**src/rtl/dual_issue_scheduler.sv**
```systemverilog
// Dual-issue scheduler: pairs or splits a decoded instruction pair by hazard.
// Optional issue-statistics counters are built only when SCHED_PERF_EN is defined.
module dual_issue_scheduler (
    input  logic        clk,
    input  logic        rst_n,
    input  logic        valid_i,
    input  logic [4:0]  rd1_i,
    input  logic        regwrite1_i,
    input  logic        mem1_i,
    input  logic        ctl1_i,
    input  logic [4:0]  rs4_i,
    input  logic [4:0]  rs5_i,
    input  logic [4:0]  rd2_i,
    input  logic        regwrite2_i,
    input  logic        mem2_i,
    input  logic        stall_i,
    input  logic        flush_i,
    output logic        issue1_o,
    output logic        issue2_o,
    output logic        hold_o,
    output logic [15:0] split_cnt_o,
    output logic [15:0] pair_cnt_o
);
    localparam int unsigned REG_W = 5;
    localparam int unsigned CNT_W = 16;

    typedef enum logic {
        PAIR   = 1'b0,
        SECOND = 1'b1
    } state_t;

    state_t state_q;
    state_t state_d;
    logic   conflict_c;
    logic   issue1_c;
    logic   issue2_c;
    logic   hold_c;
    logic   rd1_nz_c;

    // Hazard detection between slot-1 and slot-2; x0 never carries a dependency.
    always_comb begin
        rd1_nz_c   = (rd1_i != REG_W'(0));
        conflict_c = (regwrite1_i && rd1_nz_c && ((rd1_i == rs4_i) || (rd1_i == rs5_i)))
                   || (regwrite1_i && regwrite2_i && rd1_nz_c && (rd1_i == rd2_i))
                   || (mem1_i && mem2_i)
                   || ctl1_i;
    end

    // Next state and zero-latency issue controls; flush outranks stall.
    always_comb begin
        state_d  = state_q;
        issue1_c = 1'b0;
        issue2_c = 1'b0;
        hold_c   = 1'b0;
        if (flush_i) begin
            state_d = PAIR;
        end else if (stall_i) begin
            hold_c = 1'b1;
        end else begin
            case (state_q)
                PAIR: begin
                    if (valid_i) begin
                        issue1_c = 1'b1;
                        if (conflict_c) begin
                            hold_c  = 1'b1;
                            state_d = SECOND;
                        end else begin
                            issue2_c = 1'b1;
                        end
                    end
                end
                SECOND: begin
                    issue2_c = 1'b1;
                    state_d  = PAIR;
                end
                default: state_d = PAIR;
            endcase
        end
    end

    always_ff @(posedge clk or negedge rst_n) begin
        if (!rst_n) begin
            state_q <= PAIR;
        end else begin
            state_q <= state_d;
        end
    end

    // Outputs are forced low while reset is asserted, whatever the inputs do.
    assign issue1_o = issue1_c & rst_n;
    assign issue2_o = issue2_c & rst_n;
    assign hold_o   = hold_c & rst_n;

`ifdef SCHED_PERF_EN
    logic             pair_inc_c;
    logic             split_inc_c;
    logic [CNT_W-1:0] pair_q;
    logic [CNT_W-1:0] split_q;

    assign pair_inc_c  = issue1_c & issue2_c;
    assign split_inc_c = (state_q == SECOND) & issue2_c;

    // Saturating counters, one increment per completed pair.
    always_ff @(posedge clk or negedge rst_n) begin
        if (!rst_n) begin
            pair_q  <= '0;
            split_q <= '0;
        end else begin
            if (pair_inc_c && (pair_q != {CNT_W{1'b1}})) begin
                pair_q <= pair_q + CNT_W'(1);
            end
            if (split_inc_c && (split_q != {CNT_W{1'b1}})) begin
                split_q <= split_q + CNT_W'(1);
            end
        end
    end

    assign pair_cnt_o  = pair_q;
    assign split_cnt_o = split_q;
`else
    assign pair_cnt_o  = '0;
    assign split_cnt_o = '0;
`endif

endmodule

```
**config.mk**
```make
export PLATFORM = sky130hd
export DESIGN_NAME = dual_issue_scheduler
export DESIGN_NICKNAME = d
export VERILOG_FILES = /design/src/rtl/dual_issue_scheduler.sv
export SDC_FILE = /design/constraint.sdc
export NUM_CORES = 1
export LEC_CHECK = 0
export BUFFER_PORTS_ARGS = -buffer_cell sky130_fd_sc_hd__buf_4
export CORE_UTILIZATION = 35
export CTS_BUF_LIST = sky130_fd_sc_hd__clkbuf_2 sky130_fd_sc_hd__clkbuf_4 sky130_fd_sc_hd__clkbuf_8
export DETAILED_ROUTE_END_ITERATION = 10
export HOLD_SLACK_MARGIN = 0.12
export MAX_ROUTING_LAYER = met4
export PLACE_DENSITY = 0.83
export SLEW_MARGIN = 20
export SYNTH_ARGS = -nofsm -noshare
export SYNTH_HDL_FRONTEND = slang
export SYNTH_SLANG_ARGS = --single-unit
```
**constraint.sdc**
```tcl
create_clock -name clk -period 2.2 [get_ports clk]
set_input_delay 0.44 -clock clk [delete_from_list [all_inputs] [get_ports clk]]
set_output_delay 0.44 -clock clk [all_outputs]
set_load 0.01 [all_outputs]
```
==> results of run 1 <==
## critical path, stage by stage
cell	delay, ns
buf_4	0.13
or4_4	0.53
o21ai_2	0.20
a21oi_2	0.08
nor2_1	0.10
nor3_1	0.06
buf_4	0.15
## power by group
part           leakage, nW  switching (mW)  internal (mW)
logic                0.362          0.0654         0.0643
registers           0.0136        0.000522         0.0196
clock network            0               0              0
total                0.376          0.0659         0.0839
## Yosys cell counts
library cell and instances:
dfrtp_1 1, nor4_1 1, conb_1 1, and3_1 1
xnor2_1 13, nand4_2 1, o22ai_2 1, nand2b_1 2
a221o_1 1, a31o_1 1, nand3_1 1, nand3_2 1
xor2_1 2, and3b_1 1, buf_4 32, a21o_1 1
nor3_1 3, nor3b_1 1, or4_1 1, nand2_1 2
or3_1 1, a21oi_1 2, o21ai_1 1, nor2_1 3
## layer usage
metal / global-route usage / vias to the layer above
li1: - / 248
met4: 0 / 0
met2: 0.234 / 45
met1: 0.128 / 207
met3: 0.00431 / 0
met5: - / -
## how the worst min path moves through the flow
| stage | from | end | slack [ns] | depth (start not counted) |
|---|---|---|---|---|
| floorplan | rst_n | state_q$_DFFE_PN0P_ | 0.14 | 0 |
| global placement | rst_n | state_q$_DFFE_PN0P_ | 0.22 | 1 |
| detailed placement | rst_n | state_q$_DFFE_PN0P_ | 0.22 | 1 |
| CTS | rst_n | state_q$_DFFE_PN0P_ | 0.22 | 1 |
| global route | rst_n | state_q$_DFFE_PN0P_ | 0.23 | 1 |
| finish | rst_n | state_q$_DFFE_PN0P_ | 0.22 | 1 |
## through the flow
stage | area [um^2] | util | instances
after floorplan | 687 | - | 106
after global placement | 707 | 0.469 | 122
after detailed placement | 707 | 0.469 | 122
after CTS | 707 | 0.469 | 122
after global routing | 718 | 0.477 | 122
final | 718 | 0.477 | 122
## area by class of cell
| type | instances | area, um^2 |
|---|---|---|
| fillers | 151 | 788 |
| multi-input cells | 73 | 433 |
| repair buffers | 32 | 240 |
| flip-flops and latches | 1 | 25.0 |
| well taps | 16 | 20.0 |
## logic make-up after synthesis
kind of cell,Yosys count,synth area share
buffers and inverters,32,0.421
AND/OR/NAND/NOR,19,0.204
XOR/XNOR,15,0.230
AO/OA/AOI/OAI,7,0.0943
flip-flops,1,0.0439
other,1,0.00657
==> metrics.csv, run 1 <==
stage;metric;value;unit
power;total power per unit cell area;209;nW/um^2
setup_path;Setup crit start;rd1_i[1];
route;highest metal used;met3;
cts;CTS clk-pin slew, worst paths;0;ns
route;DR WL met2;564;um
synthesis;number of synthesized register bits;1;
global_route;first-pass GRT wire length;1.66;mm
floorplan;Starting Density;0.379;
setup_path;R2R Setup Slk;1.33;ns
synthesis;area share of the largest cell type after synthesis;0.421;
setup_path;r2r endpoint;state_q$_DFFE_PN0P_;
setup_path;WS Path Type;in2out;
route;DRT Wirelength;1.05;mm
route;1st-iter DRT viols;5;
route;vias after detailed routing;500;
timing;# setup viols final;0;
timing;setup tns final;0;ns
layout;Largest Register;state_q;
global_route;initial antenna violation count;0;
synthesis;synth warn;0;
synthesis;Post-Syn Instances;75;
timing;Slew Limit Fails;0;
floorplan;I/O pins;65;
synthesis;Avg Cell Area, Syn;7.61;um^2
floorplan;core area;1510;um^2
synthesis;synth top area cells;buf_4 42%, xnor2_1 20%, dfrtp_1 4.4%, xor2_1 3.1%, nor3_1 2.6%;
synthesis;synth unique cells;24;
route;ANT nets after route;0;
layout;most frequent cells in the layout;32 x conb_1, 32 x buf_4, 13 x xnor2_1;
cts;CTS-repair resized insts;0;
route;DRC;0;
power;Design Power;0.150;mW
setup_path;crit-path max FO;4;
route;DRT met1 WL;346;um
floorplan;Die Area;1800;um^2
power;Leak;0.376;nW
floorplan;Die Wd;42.4;um
global_route;vias in the first global route;443;
placement;post-place setup slack;0.0482;ns
min_path;worst hold-check path type;in2async;
timing;worst setup margin;0.0748;ns
placement;dpl hpwl;1.01;mm
route;met3 wire length;135;um
placement;Port Buffer Count;32;
setup_path;CP Capture Point;hold_o;
setup_path;crit path DAT;1.69;ns
setup_path;worst r2r src;state_q$_DFFE_PN0P_;
placement;placer congestion estimate;0.780;
route;routed len/inst;8.57;um
timing;highest clock rate;0.471;GHz
timing;min Tclk post-route;2.13;ns
layout;max reg flops;1;
route;Vias/cell;4.10;
power;Max VDD drop;0.0917;mV
global_route;largest net degree at the start of global routing;7;
timing;unrepaired setup endpoints after global routing;false;
synthesis;Mapped Area;571;um^2
layout;Final #Nets;138;
setup_path;crit end category;output pin;
cts;Setup Fix Bufs, Post-CTS;0;
global_route;total gr overflow;0;
status;outcome;complete, no violations;
layout;Area Overhead vs Synth;25.9;%
timing;crit share post-route;0.966;
floorplan;Rows;14;
timing;hold_ws;0.221;ns
layout;share of cells above drive strength 1;0.358;
timing;clock skew;0;ns
setup_path;Worst R2R Path Depth;3;
synthesis;Synth area leader;buf_4;
flow_run;Max-Cap Viols;0;
timing;count of final hold-check violations;0;
floorplan;Die Y;42.4;um
layout;Regs by FF count;state_q: 1 flops;
layout;n_diodes;0;
route;DRT Pass-1 Iters;4;
cts;clock latency on the worst-skew pair;0;ns
synthesis;sequential area share after synthesis;0.0439;
setup_path;Worst Setup Start Kind;input pin;
setup_path;Critical Path RT;1.76;ns
cts;hold buffer count at cts;0;
global_route;Overall Global Routing Usage;0.114;
Note: power is estimated with default switching activity, not from simulation.
==> run 2, diff against run 1 <==
--- a/config.mk
+++ b/config.mk
@@ -12,6 +12,7 @@
 export HOLD_SLACK_MARGIN = 0.12
 export MAX_ROUTING_LAYER = met4
 export PLACE_DENSITY = 0.83
+export REMOVE_ABC_BUFFERS = 1
 export SLEW_MARGIN = 20
 export SYNTH_ARGS = -nofsm -noshare
 export SYNTH_HDL_FRONTEND = slang
==> metrics.csv, run 2 (synthesized netlist as in run 1, its figures left out) <==
stage;metric;value;unit
floorplan;Starting Density;0.379;
timing;clock skew;0;ns
cts;clock latency on the worst-skew pair;0;ns
global_route;first-pass GRT wire length;1.91;mm
setup_path;Critical-path top delay cell;or4_4;
layout;Area Overhead vs Synth;33.1;%
timing;highest clock rate;0.471;GHz
placement;Post-Place Cells;122;
setup_path;crit path DAT;1.68;ns
floorplan;Die Y;42.4;um
power;Design Power;0.161;mW
floorplan;Rows;14;
route;1st-iter DRT viols;2;
layout;share of cells above drive strength 1;0.376;
layout;most frequent cells in the layout;33 x buf_4, 32 x conb_1, 13 x xnor2_1;
setup_path;crit end category;output pin;
timing;count of final hold-check violations;0;
setup_path;slowest stage delay, CP;0.55;ns
timing;Slew Limit Fails;0;
setup_path;Worst Setup Start Kind;input pin;
floorplan;Die Wd;42.4;um
timing;# setup viols final;0;
min_path;worst hold-check path type;in2async;
floorplan;core area;1510;um^2
setup_path;CP Cell Sequence;buf_8 > or4_4 > o21ai_4 > a21oi_2 > nor2_1 > nor3_1 > buf_4;
route;DRC;0;
setup_path;crit-path max FO;3;
flow_run;Max-Cap Viols;0;
layout;Final Core Density;0.504;
placement;dpl hpwl;1.10;mm
setup_path;WS Path Type;in2out;
power;Leak;0.396;nW
layout;max reg flops;1;
global_route;Overall Global Routing Usage;0.135;
layout;post-route cell area;759;um^2
placement;placer congestion estimate;0.699;
layout;commonest non-fill, non-tap cell in the layout;buf_4;
route;routed len/inst;10.0;um
power;Max VDD drop;0.0841;mV
cts;CTS clk-pin slew, worst paths;0;ns
global_route;vias in the first global route;439;
timing;crit share post-route;0.965;
layout;Regs by FF count;state_q: 1 flops;
layout;n_diodes;0;
setup_path;WP buf/inv;2;
route;DRT Pass-1 Iters;2;
setup_path;delay-heaviest family, CP;simple AND/OR/NAND/NOR gates;
power;total power per unit cell area;212;nW/um^2
placement;Port Buffer Count;32;
global_route;total gr overflow;0;
global_route;initial antenna violation count;0;
route;DRT Wirelength;1.25;mm
floorplan;I/O pins;65;
route;Vias/cell;4.04;
route;vias after detailed routing;505;
layout;Largest Register;state_q;
placement;placed cell areas;707;um^2
route;ANT nets after route;0;
timing;unrepaired setup endpoints after global routing;true;
layout;post-route insts no fill;125;
layout;Final #Nets;141;
floorplan;Die Area;1800;um^2
status;outcome;complete, no violations;
global_route;largest net degree at the start of global routing;7;
timing;min Tclk post-route;2.12;ns
setup_path;Critical Path RT;1.76;ns
[run 2: worst register-to-register path: stages, from the launching register on]
cell and delay [ns]:
dfrtp_1 0.37, nand2b_1 0.18, a21oi_2 0.14, buf_4 0.12, a31o_1 0.12
[run 2: stage by stage]
step	hold slack (ns)	setup slack (ns)	TNS, ns
floorplan	0.144	0.416	0
global placement	0.220	0.111	0
detailed placement	0.225	0.0440	0
CTS	0.225	0.0419	0
global route	0.229	-0.00737	-0.00737
finish	0.225	0.0778	0
[run 2: layout make-up]
cell class                 instances  area (um^2)
fill                             158          747
multi-input combinational         73          440
sequential                         1         25.0
tap                               16         20.0
timing repair buffer              35          274
[run 2: routing by layer]
layer	track usage	up-vias	wire length [um]
met1	0.148	229	425
met4	0	0	0
li1	-	254	-
met5	-	-	0
met2	0.280	22	757
met3	0.00431	0	69
[run 2: what timing repair did]
action,CTS,global route
setup endpoints to repair,0,1
setup buffers,0,3
hold buffers,0,0
resized for setup,0,7
[run 2: where the power goes]
part | total [mW] | leakage (nW) | internal, mW | switching [mW]
registers | 0.0203 | 0.0136 | 0.0196 | 0.000645
logic | 0.141 | 0.382 | 0.0708 | 0.0697
clock network | 0 | 0 | 0 | 0
total | 0.161 | 0.396 | 0.0904 | 0.0704
[run 2: path summary, 6_finish.rpt]
path	end	start	slack, ns	cells after the start
worst max-delay path	hold_o	rd1_i[4]	0.08	7
worst min-delay path	state_q$_DFFE_PN0P_	rst_n	0.22	1
worst max register to register	state_q$_DFFE_PN0P_	state_q$_DFFE_PN0P_	1.20	4
worst min register to register	state_q$_DFFE_PN0P_	state_q$_DFFE_PN0P_	0.65	2
max in group asynchronous	state_q$_DFFE_PN0P_	rst_n	1.89	1
min in group clk	state_q$_DFFE_PN0P_	state_q$_DFFE_PN0P_	0.65	2
